==> src/rtl/mvau_pkg.sv <==
// Shared fold geometry for the MVAU weight-memory controller: default derivations, types, helpers.
package mvau_pkg;

    function automatic int clog2_min1(input int n);
        return (n <= 1) ? 1 : $clog2(n);
    endfunction

    localparam int SIMD         = 2;
    localparam int PE           = 2;
    localparam int MATRIX_W     = 8;
    localparam int MATRIX_H     = 4;
    localparam int SF           = MATRIX_W / SIMD;
    localparam int NF           = MATRIX_H / PE;
    localparam int WMEM_DEPTH   = SF * NF;
    localparam int WMEM_ADDR_BW = clog2_min1(WMEM_DEPTH);

    typedef logic [WMEM_ADDR_BW-1:0]   wmem_addr_t;
    typedef logic [clog2_min1(SF)-1:0] sf_cnt_t;
    typedef logic [clog2_min1(NF)-1:0] nf_cnt_t;

endpackage

==> src/rtl/mvau_fold_cnt.sv <==
// Two-level wrap counter: sf inner over SF folds, nf outer over NF folds; advances on en.
// Latency: counts and last flags are registered state, updated on the enabling edge.
// Backpressure: none of its own; the owner gates en.
module mvau_fold_cnt
    import mvau_pkg::*;
#(
    parameter  int SF    = 4,
    parameter  int NF    = 2,
    localparam int SF_BW = clog2_min1(SF),
    localparam int NF_BW = clog2_min1(NF)
) (
    input  logic             aclk,
    input  logic             aresetn,
    input  logic             en,
    input  logic             clr,
    output logic [SF_BW-1:0] sf,
    output logic [NF_BW-1:0] nf,
    output logic             sf_last,
    output logic             nf_last
);

    // With a bound of 1 the counter sits at 0 and its last flag stays high.
    assign sf_last = (sf == SF_BW'(SF - 1));
    assign nf_last = (nf == NF_BW'(NF - 1));

    always_ff @(posedge aclk or negedge aresetn) begin
        if (!aresetn) begin
            sf <= '0;
            nf <= '0;
        end else if (clr) begin
            sf <= '0;
            nf <= '0;
        end else if (en) begin
            if (sf_last) begin
                sf <= '0;
                nf <= nf_last ? '0 : nf + NF_BW'(1);
            end else begin
                sf <= sf + SF_BW'(1);
            end
        end
    end

endmodule

==> src/rtl/mvau_weight_mem_ctrl.sv <==
// Sequences weight-memory reads (addr nf*SF+sf), one per accepted input word, with tags aligned to data.
// Latency: word for an issued address is valid one cycle after issue; full rate when out_rdy stays high.
// Backpressure: stalls in_rdy while the output word is unaccepted and re-presents the held address.
module mvau_weight_mem_ctrl
    import mvau_pkg::*;
#(
    parameter  int SIMD         = 2,
    parameter  int PE           = 2,
    parameter  int MatrixW      = 8,
    parameter  int MatrixH      = 4,
    localparam int SF           = MatrixW / SIMD,
    localparam int NF           = MatrixH / PE,
    localparam int WMEM_DEPTH   = SF * NF,
    localparam int WMEM_ADDR_BW = clog2_min1(WMEM_DEPTH)
) (
    input  logic                    aclk,
    input  logic                    aresetn,
    input  logic                    clr,
    input  logic                    in_v,
    output logic                    in_rdy,
    output logic [WMEM_ADDR_BW-1:0] wmem_addr,
    output logic                    wmem_v,
    input  logic                    out_rdy,
    output logic                    sf_last,
    output logic                    nf_last,
    output logic                    vec_done
);

    localparam int SF_BW = clog2_min1(SF);
    localparam int NF_BW = clog2_min1(NF);

    logic [SF_BW-1:0]        sf;
    logic [NF_BW-1:0]        nf;
    logic                    cnt_sf_last;
    logic                    cnt_nf_last;
    logic                    issue;
    logic                    accept;
    logic [WMEM_ADDR_BW-1:0] fold_addr;
    logic [WMEM_ADDR_BW-1:0] hold_q;

    // aresetn in the issue term keeps in_rdy low for the whole reset window.
    assign issue     = aresetn & in_v & (~wmem_v | out_rdy) & ~clr;
    assign accept    = wmem_v & out_rdy;
    assign in_rdy    = issue;
    assign fold_addr = WMEM_ADDR_BW'(int'(nf) * SF + int'(sf));
    assign wmem_addr = issue ? fold_addr : hold_q;

    mvau_fold_cnt #(
        .SF (SF),
        .NF (NF)
    ) u_fold_cnt (
        .aclk    (aclk),
        .aresetn (aresetn),
        .en      (issue),
        .clr     (clr),
        .sf      (sf),
        .nf      (nf),
        .sf_last (cnt_sf_last),
        .nf_last (cnt_nf_last)
    );

    always_ff @(posedge aclk or negedge aresetn) begin
        if (!aresetn) begin
            hold_q   <= '0;
            wmem_v   <= 1'b0;
            sf_last  <= 1'b0;
            nf_last  <= 1'b0;
            vec_done <= 1'b0;
        end else if (clr) begin
            hold_q   <= '0;
            wmem_v   <= 1'b0;
            sf_last  <= 1'b0;
            nf_last  <= 1'b0;
            vec_done <= 1'b0;
        end else begin
            if (issue) begin
                hold_q  <= fold_addr;
                sf_last <= cnt_sf_last;
                nf_last <= cnt_nf_last;
            end
            wmem_v   <= issue | (wmem_v & ~out_rdy);
            vec_done <= accept & sf_last & nf_last;
        end
    end

    a_addr_range : assert property (@(posedge aclk) disable iff (!aresetn)
        int'(wmem_addr) < WMEM_DEPTH);

    // A stalled word must keep re-reading the same location.
    a_addr_hold : assert property (@(posedge aclk) disable iff (!aresetn)
        (wmem_v & ~out_rdy & ~in_v) |-> (wmem_addr == hold_q));

endmodule

==> config.mk <==
export PLATFORM = sky130hd
export DESIGN_NAME = mvau_weight_mem_ctrl
export DESIGN_NICKNAME = d
export VERILOG_FILES = /design/src/rtl/mvau_pkg.sv /design/src/rtl/mvau_fold_cnt.sv /design/src/rtl/mvau_weight_mem_ctrl.sv
export SDC_FILE = /design/constraint.sdc
export NUM_CORES = 1
export LEC_CHECK = 0
export ABC_CLOCK_PERIOD_IN_PS = 3820
export BUFFER_PORTS_ARGS = -buffer_cell sky130_fd_sc_hd__buf_4
export CAP_MARGIN = 20
export CORE_MARGIN = 2
export CORE_UTILIZATION = 30
export DETAILED_ROUTE_END_ITERATION = 10
export GPL_TIMING_DRIVEN = 0
export HOLD_SLACK_MARGIN = 0.1
export PLACE_DENSITY = 0.6
export REMOVE_ABC_BUFFERS = 1
export SLEW_MARGIN = 20
export SYNTH_ARGS = -nofsm -noshare
export SYNTH_HDL_FRONTEND = slang
export SYNTH_HIERARCHICAL = 1
export SYNTH_SLANG_ARGS = --single-unit
==> constraint.sdc <==
create_clock -name aclk -period 3.82 [get_ports aclk]
set_input_delay 0.764 -clock aclk [delete_from_list [all_inputs] [get_ports aclk]]
set_output_delay 0.764 -clock aclk [all_outputs]
set_load 0.05 [all_outputs]
# == After elaboration in Yosys (flattened, before gate mapping) ==
# Index checks and enable logic that the tools add are counted.
# word_totals
reg_bits,10
latch_bits,0
ramBits,0
rom_bits,0
input_bits,5
memories,0
# op_classes
n_addsub,3
multipliers,0
n_div,0
magnitude_cmp,0
n_eq_ne,1
n_shift,0
n_mux,15
n_bitwise,12
n_reduce_logical,3
# ops
operator,n
$mux W1,10
$and A1 B1 Y1,7
$mux W2,3
$mux W3,2
$reduce_bool A2 Y1,2
$add A3 B2 Y3,1
$not A1 Y1,3
$add A2 B1 Y2 const B,1
$eq A2 B2 Y1 const B,1
$or A1 B1 Y1,2
$reduce_and A2 Y1,1
$add A1 B1 Y1 const B,1

# == Longest topological paths before layout ==
# logic_depth
depth_word,6
depth_mapped,4
depth_no_buf,4

# == Cells and area by module ==
# Netlist, hierarchy kept.
# by_module_without_submodules
mod,n_inst,cells_per_inst,area_each_um2,seq_area_each_um2
mvau_weight_mem_ctrl,1,33,352.8,175.2
mvau_fold_cnt,1,13,155.1,75.1

# == Least setup slack after synthesis ==
# No wires, ideal clock.
# synth_path
kind,in2out
from,in clr
to,out wmem_addr[0]
arrival_time_ns,2.089
required_ns,3.056
slack_ns,0.967
path_stages,3
cell_sequence,clkbuf_2 > nor3_4 > mux2_2
# synth_between
elab_chain_len,3
# synth_lines
element,line_no,source
"start, declared",mvau_weight_mem_ctrl.sv:18,"input logic clr,"
$not A1 Y1,mvau_weight_mem_ctrl.sv:42,assign issue = aresetn & in_v & (~wmem_v | out_rdy) & ~clr;
$and A1 B1 Y1,mvau_weight_mem_ctrl.sv:42,
named net in_rdy,mvau_weight_mem_ctrl.sv:20,"output logic in_rdy,"
$mux W3,n/a,
"end, declared",mvau_weight_mem_ctrl.sv:21,"output logic [WMEM_ADDR_BW-1:0] wmem_addr,"
# The timed path passes the listed nets, and every way through them passes these cells.

# == Final worst setup path ==
# layout_path
from,in aresetn
to,out wmem_addr[0]
# layout_between
elab_chain_len,4
# layout_lines
element,line_no,source
"start, declared",mvau_weight_mem_ctrl.sv:17,"input logic aresetn,"
$and A1 B1 Y1 (3 in series),mvau_weight_mem_ctrl.sv:42,
$mux W3,n/a,
# Every way passes these cells.

==> metrics.cfg <==
[layout]
antennaDiodeCount = 0
seq_area_sq_um = 250
multi_input_area_sq_um = 245
mostFrequentLayoutCell = buf_4
syn_to_final_growth_pct = 26.4
nNetsFinal = 67
fillers = 168
final_cell_mix = buf_4, dfrtp_1, a21oi_1
drive_gt1_share_pct = 40.0

[yosys]
synth_area_leaders = dfrtp_1, nand4_1, a21oi_1, mux2_2, o21ai_0
yosysTopAreaCell = dfrtp_1
synth_cells = 46
netlist.area_leader.share_pct = 49.3
synthDistinctLibCells = 18
syn_area_per_cell_sq_um = 11.0
seq_area_frac_synth_pct = 49.3
ys_warn_count = 6
syn-cell-area_sq_um = 508
synth-seq-cells = 10

[global_routing]
overflow = 0
grt_max_degree = 17
grtUsageTotal_pct = 12.5
grt_pass1_vias = 420
grt_pass1_wl_um = 1760
antenna_found_initial = 0

[route]
wl_met1_um = 489
highest_layer = met4
dr_wl_met3_um = 68
ant_nets = 0
remaining_drc_errors = 0
wl_met2_um = 446
drtIter0Drc = 8
routedWlPerCell_um = 13.4
routed_wirelength_um = 1020
route.vias.total = 410
viasPerCell = 5.39
drtPass1Iterations = 4

[worst_setup_path]
reg2reg_slack_ps = 2300
reg2reg_from = wmem_v
cp.arrival_ps = 2020
critical_path.max_fanout = 16
crit_start = aresetn
worstSetupPathType = input port to primary output
critPathCapture = wmem_addr[0]
cp.required_ps = 3060
r2r.worst_path.cells = 4
r2r-end = u_fold_cnt/sf[0]
cp-end-kind = primary output
crit_path_start_kind = input port

[floorplan]
die_width_um = 45.2
rows = 14
initial_core_util_pct = 33.0
io_pins = 13
dieHeight_um = 45.2
core_area_sq_um = 1540
dieArea_sq_um = 2040

[sta]
max_slew_margin_pct = 74.4
max_freq_mhz = 359
setup_tns_ps = 0
fin_ws_ps = 1040
hold_viol_final = 0
worst_slew_pin_slew_ps = 383
fin_crit_ps = 2780
setup_violations = 0
finClkSkew_ps = 6.45
rsz0062_at_grt = no
slew_viol_final = 0
period_share_pct = 72.8

[pwr]
vdd_drop_max_v = 0.000167
power.leakage_nw = 0.287
power_density_nw_per_um2 = 357

[placement]
io_buffers = 12
dp_hpwl_um = 716
post-place-ws_ps = 1010
gp_congestion = 0.720

[clock_network]
insertion_delay_ps = 270
numCtsBuffers = 3
ctsResizeCount = 0
htree_levels = 1
post-cts-setup-buffers = 0
cts.sinks = 10
clk_path_buf_depth = 2
cts.clk_slew.worst_paths_ps = 70
hold_buffers = 0
cts_root_buf = clkbuf_4
tritoncts = yes

[worst_hold_path]
min_path_type = input port to asynchronous set/reset pin

[flow_run]
cap_viol_max_count = 0

[outcome]
status = completed

[worst max-delay path, stage by stage]
cell and delay, ps:
buf_4 200, nand2_2 150, nor3_4 330, mux2_2 380, buf_4 190
[synth_stat cells, drive strengths merged]
library cell  number
a21oi              8
dfrtp             10
nand3b             1
nor2b              1
nand2b             2
o21ai              5
ha                 1
nand4              6
or3b               1
nor2               2
mux2i              1
nor3               1
clkbuf             1
nand2              1
a21bo              1
mux2               3
buf                1
[flip-flops by register name, summed over array words and instances, names as in the netlist]
| name | count |
|---|---|
| hold_q | 3 |
| nf_last | 1 |
| sf_last | 1 |
| u_fold_cnt/nf | 1 |
| u_fold_cnt/sf | 2 |
| vec_done | 1 |
| wmem_v | 1 |
[metrics by stage]
stage	area [sq um]	cells	total power, mW	hold slack (ps)	util [%]
finish	642	76	0.229	326	41.6
global route	642	76	0.240	325	41.6
CTS	642	76	0.234	321	41.6
detailed placement	606	72	0.136	539	39.3
global placement	606	72	0.136	528	39.3
floorplan	495	44	0.122	468	-
[per-layer routing]
metal | up-vias | track usage, %
met3 | 2 | 7.60
li1 | 199 | -
met2 | 12 | 18.6
met4 | 0 | 5.29
met5 | - | 0
met1 | 197 | 14.5
[worst min path at each step]
stage,endpoint,slack [ps]
floorplan,hold_q[0],470
finish,vec_done,330
CTS,vec_done,320
global placement,hold_q[1],530
global route,vec_done,320
detailed placement,hold_q[2],540
[where the power goes]
part | internal (mW) | total (mW) | switching (mW)
clock network | 0.0580 | 0.0958 | 0.0379
registers | 0.107 | 0.109 | 0.00155
logic | 0.00817 | 0.0246 | 0.0164
total | 0.173 | 0.229 | 0.0559
[kinds of logic (layout without fill, tap and decap cells)]
logic type | after synthesis | after routing | synth area share [%]
compound gates | 14 | 14 | 15.5
fa+ha+maj | 1 | 1 | 2.46
buf+inv | 2 | 16 | 2.46
flops | 10 | 10 | 49.3
mux | 4 | 4 | 8.62
simple gates | 15 | 15 | 21.7
[cell type report]
type,instances,share of cell area (%)
Sequential cell,10,39.0
Tap cell,16,3.12
Timing Repair Buffer,12,14.0
Clock buffer,4,5.65
Multi-Input combinational cell,34,38.2
(Power assumes the default switching activity.)
